`config.mk`:
```
export PLATFORM = sky130hd
export DESIGN_NAME = serial_tx_framer
export DESIGN_NICKNAME = d
export VERILOG_FILES = /design/src/rtl/serial_pkg.sv /design/src/rtl/serial_tx_framer_bit_timer.sv /design/src/rtl/serial_tx_framer.sv
export SDC_FILE = /design/constraint.sdc
export NUM_CORES = 1
export LEC_CHECK = 0
export BUFFER_PORTS_ARGS = -buffer_cell sky130_fd_sc_hd__buf_2
export CAP_MARGIN = 20
export CELL_PAD_IN_SITES_DETAIL_PLACEMENT = 1
export CELL_PAD_IN_SITES_GLOBAL_PLACEMENT = 1
export CORE_MARGIN = 3
export CORE_UTILIZATION = 35
export DETAILED_ROUTE_END_ITERATION = 8
export GPL_ROUTABILITY_DRIVEN = 1
export PLACE_DENSITY_LB_ADDON = 0.08
export SLEW_MARGIN = 15
export SYNTH_ARGS = -nofsm -noshare
export SYNTH_HDL_FRONTEND = slang
export SYNTH_HIERARCHICAL = 1
export SYNTH_SLANG_ARGS = --single-unit
```
`constraint.sdc`:
```
create_clock -name clk -period 1.9 [get_ports clk]
set_input_delay 0.19 -clock clk [delete_from_list [all_inputs] [get_ports clk]]
set_output_delay 0.19 -clock clk [all_outputs]
set_load 0.01 [all_outputs]
```
`src/rtl/serial_pkg.sv`:
```
// Shared types and constants for the serial transmit path.
package serial_pkg;

  typedef enum logic [2:0] {
    IDLE,
    START,
    DATA,
    PARITY,
    STOP
  } state_t;

  localparam logic START_BIT  = 1'b0;
  localparam logic STOP_BIT   = 1'b1;
  localparam logic IDLE_LEVEL = 1'b1;

  // Minimum width of 1 so single-value counters still get a real register.
  function automatic int unsigned clog2(input int unsigned v);
    int unsigned w;
    w = 1;
    for (int unsigned i = 1; i < 32; i++) begin
      if ((32'd1 << i) < v) w = i + 1;
    end
    return w;
  endfunction

endpackage

```
`src/rtl/serial_tx_framer_bit_timer.sv`:
```
// Bit-period timer: counts 0..CLKS_PER_BIT-1, tick on the last count.
module bit_timer
  import serial_pkg::*;
#(
  parameter int unsigned CLKS_PER_BIT = 16
) (
  input  logic clk,
  input  logic reset_n,
  input  logic clr,
  output logic tick
);

  localparam int unsigned W = clog2(CLKS_PER_BIT);
  localparam logic [W-1:0] LAST = W'(CLKS_PER_BIT - 1);

  logic [W-1:0] r_cnt;

  always_ff @(posedge clk or negedge reset_n) begin
    if (!reset_n) begin
      r_cnt <= '0;
    end else if (clr || tick) begin
      r_cnt <= '0;
    end else begin
      r_cnt <= r_cnt + 1'b1;
    end
  end

  assign tick = (r_cnt == LAST);

endmodule

```
`src/rtl/serial_tx_framer.sv`:
```
// Parallel-to-serial framer: start, N data bits LSB first, [parity], stop.
// Define SERIAL_TX_PARITY_EN to insert an even-parity bit after the data.
module serial_tx_framer
  import serial_pkg::*;
#(
  parameter int unsigned N            = 8,
  parameter int unsigned CLKS_PER_BIT = 16
) (
  input  logic         clk,
  input  logic         reset_n,
  input  logic [N-1:0] in_data,
  input  logic         in_valid,
  output logic         in_ready,
  output logic         tx,
  output logic         busy,
  output logic         tx_done
);

  localparam int unsigned IW = clog2(N);
  localparam logic [IW-1:0] LAST_IDX = IW'(N - 1);

  state_t        r_state;
  logic [N-1:0]  r_shreg;
  logic [IW-1:0] r_idx;
  logic          r_tx;
  logic          r_ready;
  logic          r_busy;
`ifdef SERIAL_TX_PARITY_EN
  logic          r_par;
`endif

  logic w_tick;
  logic w_clr;
  logic w_xfer;

  assign w_clr  = (r_state == IDLE);
  assign w_xfer = in_valid && r_ready;

  bit_timer #(
    .CLKS_PER_BIT(CLKS_PER_BIT)
  ) u_bit_timer (
    .clk    (clk),
    .reset_n(reset_n),
    .clr    (w_clr),
    .tick   (w_tick)
  );

  // tx is loaded one bit ahead so the line changes exactly on bit boundaries.
  always_ff @(posedge clk or negedge reset_n) begin
    if (!reset_n) begin
      r_state <= IDLE;
      r_shreg <= '0;
      r_idx   <= '0;
      r_tx    <= IDLE_LEVEL;
      r_ready <= 1'b1;
      r_busy  <= 1'b0;
`ifdef SERIAL_TX_PARITY_EN
      r_par   <= 1'b0;
`endif
    end else begin
      case (r_state)
        IDLE: begin
          if (w_xfer) begin
            r_shreg <= in_data;
`ifdef SERIAL_TX_PARITY_EN
            r_par   <= ^in_data;
`endif
            r_tx    <= START_BIT;
            r_ready <= 1'b0;
            r_busy  <= 1'b1;
            r_state <= START;
          end
        end
        START: begin
          if (w_tick) begin
            r_tx    <= r_shreg[0];
            r_idx   <= '0;
            r_state <= DATA;
          end
        end
        DATA: begin
          if (w_tick) begin
            if (r_idx == LAST_IDX) begin
`ifdef SERIAL_TX_PARITY_EN
              r_tx    <= r_par;
              r_state <= PARITY;
`else
              r_tx    <= STOP_BIT;
              r_state <= STOP;
`endif
            end else begin
              r_shreg <= {1'b0, r_shreg[N-1:1]};
              r_tx    <= r_shreg[1];
              r_idx   <= r_idx + 1'b1;
            end
          end
        end
`ifdef SERIAL_TX_PARITY_EN
        PARITY: begin
          if (w_tick) begin
            r_tx    <= STOP_BIT;
            r_state <= STOP;
          end
        end
`endif
        STOP: begin
          if (w_tick) begin
            r_tx    <= IDLE_LEVEL;
            r_ready <= 1'b1;
            r_busy  <= 1'b0;
            r_state <= IDLE;
          end
        end
        default: begin
          r_tx    <= IDLE_LEVEL;
          r_ready <= 1'b1;
          r_busy  <= 1'b0;
          r_state <= IDLE;
        end
      endcase
    end
  end

  assign in_ready = r_ready;
  assign tx       = r_tx;
  assign busy     = r_busy;
  assign tx_done  = (r_state == STOP) && w_tick;

endmodule

```
==> results of run 1 <==
[power by group]
| group | total [mW] | switching [mW] | internal [mW] | leakage (nW) |
|---|---|---|---|---|
| Combinational | 0.0346 | 0.0189 | 0.0157 | 0.305 |
| Sequential | 0.461 | 0.00530 | 0.456 | 0.262 |
| Clock | 0.219 | 0.137 | 0.0819 | 0.0150 |
| Total | 0.715 | 0.161 | 0.553 | 0.582 |
[flip-flops by register name (all words and copies together) (netlist names)]
name	flops
r_shreg	8
u_bit_timer/r_cnt	4
r_idx	3
r_state	3
busy	1
in_ready	1
tx	1
[layout make-up]
class / count / area share
Sequential cell: 21 / 0.403
Timing Repair Buffer: 22 / 0.111
Clock buffer: 4 / 0.0201
Multi-Input combinational cell: 81 / 0.417
Inverter: 3 / 0.00860
Tap cell: 42 / 0.0402
[cells in the mapped netlist (2+ instances only)]
master	number	area, sq um
nor2_1	13	48.8
dfrtp_1	19	475
nor2b_1	3	18.8
o21ai_0	8	40.0
nor3b_1	2	15.0
ha_1	3	37.5
mux2i_1	7	70.1
nand2_1	8	30.0
clkbuf_1	4	15.0
a21oi_2	2	17.5
inv_1	3	11.3
nor3_1	2	10.0
a21oi_1	8	40.0
o21a_1	2	15.0
buf_6	2	22.5
dfstp_2	2	52.6
[routing by layer]
layer / up-vias / global-route usage / part of all wire / wire (microns)
li1: 443 / - / - / -
met1: 432 / 0.184 / 0.49 / 1200
met2: 10 / 0.217 / 0.47 / 1160
met3: 2 / 0.0324 / 0.035 / 86
met4: 0 / 0.0331 / 0.0077 / 19
met5: - / 0 / 0 / 0
[worst max-delay path, delay by kind of cell, from the launching register on]
family,cells,cell delay [ps]
simple gates,2,440
flops,1,420
fa+ha+maj,2,400
compound gates,2,270
buf+inv,1,160
[through the flow]
stage                     area [sq um]  power, mW  utilization  instances  hold WS, ps
final                             1310      0.715        0.451        173          125
after global placement            1240      0.502        0.428        166          181
after global routing              1310      0.749        0.451        173          135
after CTS                         1300      0.730        0.448        172          120
after floorplan                   1120      0.480            -        112         -106
after detailed placement          1240      0.504        0.428        166          182
[worst paths after layout]
check                           slack [ps]                        endpoint  depth (start not counted)
worst max-delay path                   120          r_shreg[0]$_DFFE_PN0P_                          7
worst min-delay path                   130          r_shreg[7]$_DFFE_PN0P_                          3
worst max register to register         120          r_shreg[0]$_DFFE_PN0P_                          7
worst min register to register         510  u_bit_timer/r_cnt[0]$_DFF_PN0_                          1
max in group asynchronous             1190            in_ready$_DFFE_PN1P_                          2
min in group asynchronous              360          r_shreg[5]$_DFFE_PN0P_                          2
[placed cells by master (no fill, tap or decap), drive strengths merged, types with 4 or more instances in the layout]
cell	Yosys	layout
mux2i	7	7
clkbuf	4	4
o21ai	8	8
a21oi	10	10
nor2	13	13
dfrtp	19	19
nand2	8	8
buf	3	21
[what timing repair did]
| action | 4_1_cts | 5_1_grt |
|---|---|---|
| hold buffers | 1 | 0 |
| setup buffers | 1 | 1 |
| endpoints found under the hold margin | 19 | 0 |
| resized for setup | 0 | 1 |
| endpoints found under the setup margin | 6 | 3 |
| pin swaps | 1 | 0 |
[logic make-up (layout without fill, tap and decap cells)]
kind of cell	count (synthesis)	in the layout	share of synthesized area
buffers and inverters	10	29	0.0478
AO/OA/AOI/OAI	33	33	0.204
XOR/XNOR	1	1	0.00779
AND/OR/NAND/NOR	36	36	0.166
flip-flops	21	21	0.469
multiplexers	8	8	0.0723
adder cells (fa/ha/maj)	3	3	0.0334
==> reports/metrics.cfg, run 1 <==
[clock_network]
cts_root_buffer = clkbuf_4
tritoncts.num_buffers = 3
cts.htree.levels = 1
clock_insertion_delay_worst_skew_ps = 310
tritoncts = done
clkTransAtPathRegs_ps = 120
clock_sinks = 21
clock_tree.buffer_depth = 2

[worst_setup_path]
critPathMostFrequentCell = ha_1
setup.worst_path.class = reg -> reg
critical_path_required_ps = 2140
max_stage_delay_ps = 420
worstSetupStartpointType = register
critical_path.startpoint = r_idx[0]$_DFFE_PN0P_
worstReg2RegStart = r_idx[0]$_DFFE_PN0P_
cp_cell_sequence = ha_1 -> ha_1 -> or3b_4 -> o22ai_4 -> buf_12 -> nor2_1 -> a21oi_1
critical_path_peak_fanout = 16
cp.arrival_ps = 2020
crit_path_top_delay_cell = dfrtp_1
cp-end-kind = register

[die]
rows = 19
die_w_microns = 62.7
design.core.area_sq_um = 2900
top_level_ports = 15
floorplan.initialDensity = 0.388
chipHeight_microns = 62.7
die_area_sq_um = 3930

[timing]
maxSlewHeadroom = 0.658
rsz0062_at_grt = no
final_min_period_over_clock_period = 0.935
setup_ws_ps = 124
worstMarginPinSlew_ps = 507
fin_skew_ps = 8.15
finalWorstPathRequiredPeriod_ps = 1780
highest_attainable_clock_frequency_mhz = 563
timing_max_transition_violations_final = 0
report.final.setup_viol = 0
report.final.hold_viol_count = 0
final.setup.tns_ps = 0

[global_route]
grt_overflow = 0
antenna_found_initial = 0
grt_first_pass_wirelength_microns = 4280
grt_pass1_vias = 903
pin_count_of_the_biggest_net_entering_global_routing = 22
globalRouteTotalUtil = 0.135

[logic_synthesis]
ys_ff_latch = 21
netlist_area_sq_um = 1120
synth-async-reset-ratio = 1.00
yosys_warnings = 6
most_used_dff_post_synth = dfrtp_1
postSynthAreaPerCell_sq_um = 10.0
seq_area_frac_synth = 0.469
synth_fp_nets = 126
post_synth_edffs = 0
yosysUniqueCellTypes = 40
synthCells = 112

[drt]
routed-via-count = 887
drt_wl_total_microns = 2460
post-route-drc-count = 0
detail_route.wl_per_cell_microns = 14.2
detail_route.vias_per_cell = 5.13
drt-initial-drc-count = 24
ant_nets = 0
drt_pass1_iterations = 4

[status]
outcome = finished, final reports clean

[pwr]
vdd_ir_drop_max_uv = 343
power-per-cell-area_nw_per_um2 = 546
power.leakage_nw = 0.582

[finish]
filler_cell_count = 345
multi_input_area_sq_um = 546
drive_gt1_frac = 0.252
area.growth.synth_to_final_pct = 16.4
antenna_cells = 0
nets = 146
regArea_sq_um = 528

[worst_hold_path]
worstHoldStart = in_data[7]
worstHoldPathType = in -> reg

[placement]
detailedPlace.worstSlack_ps = 8.36
dp_hpwl_microns = 1780
globalplace.congestion = 0.729
number_of_buffers_inserted_by_port_buffering = 14

[flow_run]
maxCapViolations = 0

Note: power is estimated with default switching activity, not from simulation.
==> run 2, diff against run 1 <==
--- a/config.mk
+++ b/config.mk
@@ -10,7 +10,7 @@
 export CELL_PAD_IN_SITES_DETAIL_PLACEMENT = 1
 export CELL_PAD_IN_SITES_GLOBAL_PLACEMENT = 1
 export CORE_MARGIN = 3
-export CORE_UTILIZATION = 35
+export CORE_UTILIZATION = 46
 export DETAILED_ROUTE_END_ITERATION = 8
 export GPL_ROUTABILITY_DRIVEN = 1
 export PLACE_DENSITY_LB_ADDON = 0.08
==> constraint.sdc (replaced) <==
create_clock -name clk -period 2.2 [get_ports clk]
set_input_delay 0.22 -clock clk [delete_from_list [all_inputs] [get_ports clk]]
set_output_delay 0.22 -clock clk [all_outputs]
set_load 0.01 [all_outputs]
==> run 2 against run 1 <==
  * Critical path type unchanged
  * Clock power is 14% lower
  * Global-route usage is 4.0 points higher
  * Register-to-register slack better by 120 ps
  * Sequential power is 14% lower
  * Count of clock-buffer cells in the layout stayed put
==> reports/metrics.cfg, run 2 (synthesis results as in run 1) <==
[pwr]
power-per-cell-area_nw_per_um2 = 494
total_switching_power_mw = 0.138
cellInternalPower_mw = 0.478
vdd_ir_drop_max_uv = 296
switching_share = 0.224
power.leakage_nw = 0.554
combPwrFrac = 0.048
power_frac_clock = 0.305
share_of_total_power_in_sequential_cells = 0.646

[global_route]
groute.layer.met3.usage = 0.0280
grt.met1_usage = 0.235
groute.layer.met2.usage = 0.280
pin_count_of_the_biggest_net_entering_global_routing = 22
antenna_found_initial = 0
grt-busiest-layer = met2
grt_overflow = 0
grt_first_pass_wirelength_microns = 4310
grt_pass1_vias = 932
globalRouteTotalUtil = 0.175

[worst_setup_path]
critical_path_peak_fanout = 16
worstSetupStartpointType = register
critical_path_required_ps = 2440
cp-end-kind = register
setup.worst_path.class = reg -> reg
cp.arrival_ps = 2200
rrSetupSlack_ps = 250

[finish]
flip_flop_count_of_the_largest_register_after_layout = 8
top_library_cells_by_usage_in_the_layout_fill_and_taps_aside = dfrtp_1 (19), buf_2 (14), nor2_1 (13)
antenna_cells = 0
layout.cells.non_filler = 155
drive_gt1_frac = 0.220
mostFrequentLayoutCell = dfrtp_1
filler_cell_count = 266
area.growth.synth_to_final_pct = 10.8
top_register = r_shreg
nets = 142
largest_regs = r_shreg (8), u_bit_timer/r_cnt (4)
final_core_utilization = 0.548

[drt]
drt_wl_total_microns = 2380
post-route-drc-count = 0
drt_pass1_iterations = 2
detail_route.vias_per_cell = 5.55
drt-initial-drc-count = 5
ant_nets = 0
routed-via-count = 860
detail_route.wl_per_cell_microns = 15.3

[clock_network]
clock_tree.buffer_depth = 2
tritoncts.num_buffers = 3
clock_sinks = 21
cts_root_buffer = clkbuf_4
cts-hold-fix-buffers = 1
tritoncts = done
clkTransAtPathRegs_ps = 120
cts.htree.levels = 1
cts_resized = 0
clock_insertion_delay_worst_skew_ps = 300
cts_post_setup_buffers_inserted = 0

[die]
design.core.area_sq_um = 2280
die_area_sq_um = 3070
floorplan.initialDensity = 0.494
die_w_microns = 55.5
chipHeight_microns = 55.5
rows = 17
top_level_ports = 15

[status]
outcome = finished, final reports clean

[timing]
finalWorstPathRequiredPeriod_ps = 1950
highest_attainable_clock_frequency_mhz = 512
fin_skew_ps = 2.47
rsz0062_at_grt = no
final_min_period_over_clock_period = 0.888
report.final.hold_viol_count = 0
final.setup.tns_ps = 0
worstMarginPinSlew_ps = 488
hold_slack_ps = 148
maxSlewHeadroom = 0.675
report.final.setup_viol = 0
setup_ws_ps = 246
timing_max_transition_violations_final = 0

[placement]
globalplace.congestion = 0.750
placed_cells = 150
dp_hpwl_microns = 1750
detailedPlace.worstSlack_ps = 248
number_of_buffers_inserted_by_port_buffering = 14

[flow_run]
maxCapViolations = 0

[worst_hold_path]
worstHoldPathType = in -> reg

run 2: cell count changes in the layout (fill, tap and decap cells not counted):
cell	delta
buf_12	-1
buf_4	-3
or3b_1	+1
or3b_4	-1
run 2: metal layers:
| layer | vias up | share of wire |
|---|---|---|
| met2 | 10 | 0.48 |
| met4 | 0 | 0.020 |
| met3 | 5 | 0.021 |
| li1 | 430 | - |
| met1 | 415 | 0.48 |
| met5 | - | 0 |
run 2: cell type report:
| class | count | area [sq um] | share of cell area |
|---|---|---|---|
| well taps | 28 | 35.0 | 0.0281 |
| flip-flops and latches | 21 | 528 | 0.424 |
| multi-input cells | 81 | 543 | 0.436 |
| clock buffers | 4 | 26.3 | 0.0211 |
| inverters | 3 | 11.3 | 0.00904 |
| repair buffers | 18 | 103 | 0.0823 |
run 2: path summary, 6_finish.rpt:
check	startpoint	endpoint	depth (start not counted)
worst min-delay path	in_data[7]	r_shreg[7]$_DFFE_PN0P_	3
worst max-delay path	r_idx[0]$_DFFE_PN0P_	r_shreg[6]$_DFFE_PN0P_	6
worst max register to register	r_idx[0]$_DFFE_PN0P_	r_shreg[6]$_DFFE_PN0P_	6
worst min register to register	r_idx[0]$_DFFE_PN0P_	r_idx[0]$_DFFE_PN0P_	1
max in group asynchronous	reset_n	in_ready$_DFFE_PN1P_	2
min in group asynchronous	reset_n	r_idx[1]$_DFFE_PN0P_	2
run 2: metrics by stage:
step | instance area (sq um) | total power, mW
CTS | 1250 | 0.624
global route | 1250 | 0.642
finish | 1250 | 0.616
detailed placement | 1210 | 0.435
floorplan | 1120 | 0.415
global placement | 1210 | 0.433
run 2: power groups by stage:
stage / clock network [mW] / logic, mW / registers (mW)
2_1_floorplan: 0 / 0.0109 / 0.404
6_report: 0.188 / 0.0298 / 0.398
3_3_place_gp: 0 / 0.0275 / 0.405
3_5_place_dp: 0 / 0.0293 / 0.406
5_1_grt: 0.208 / 0.0344 / 0.399
4_1_cts: 0.195 / 0.0305 / 0.398
run 2: worst max-delay path: stages (launching register included):
cell and delay (ps):
dfrtp_1 420, ha_1 210, ha_1 240, or3b_1 420, o22ai_4 370, nor2_1 110, a21oi_2 120
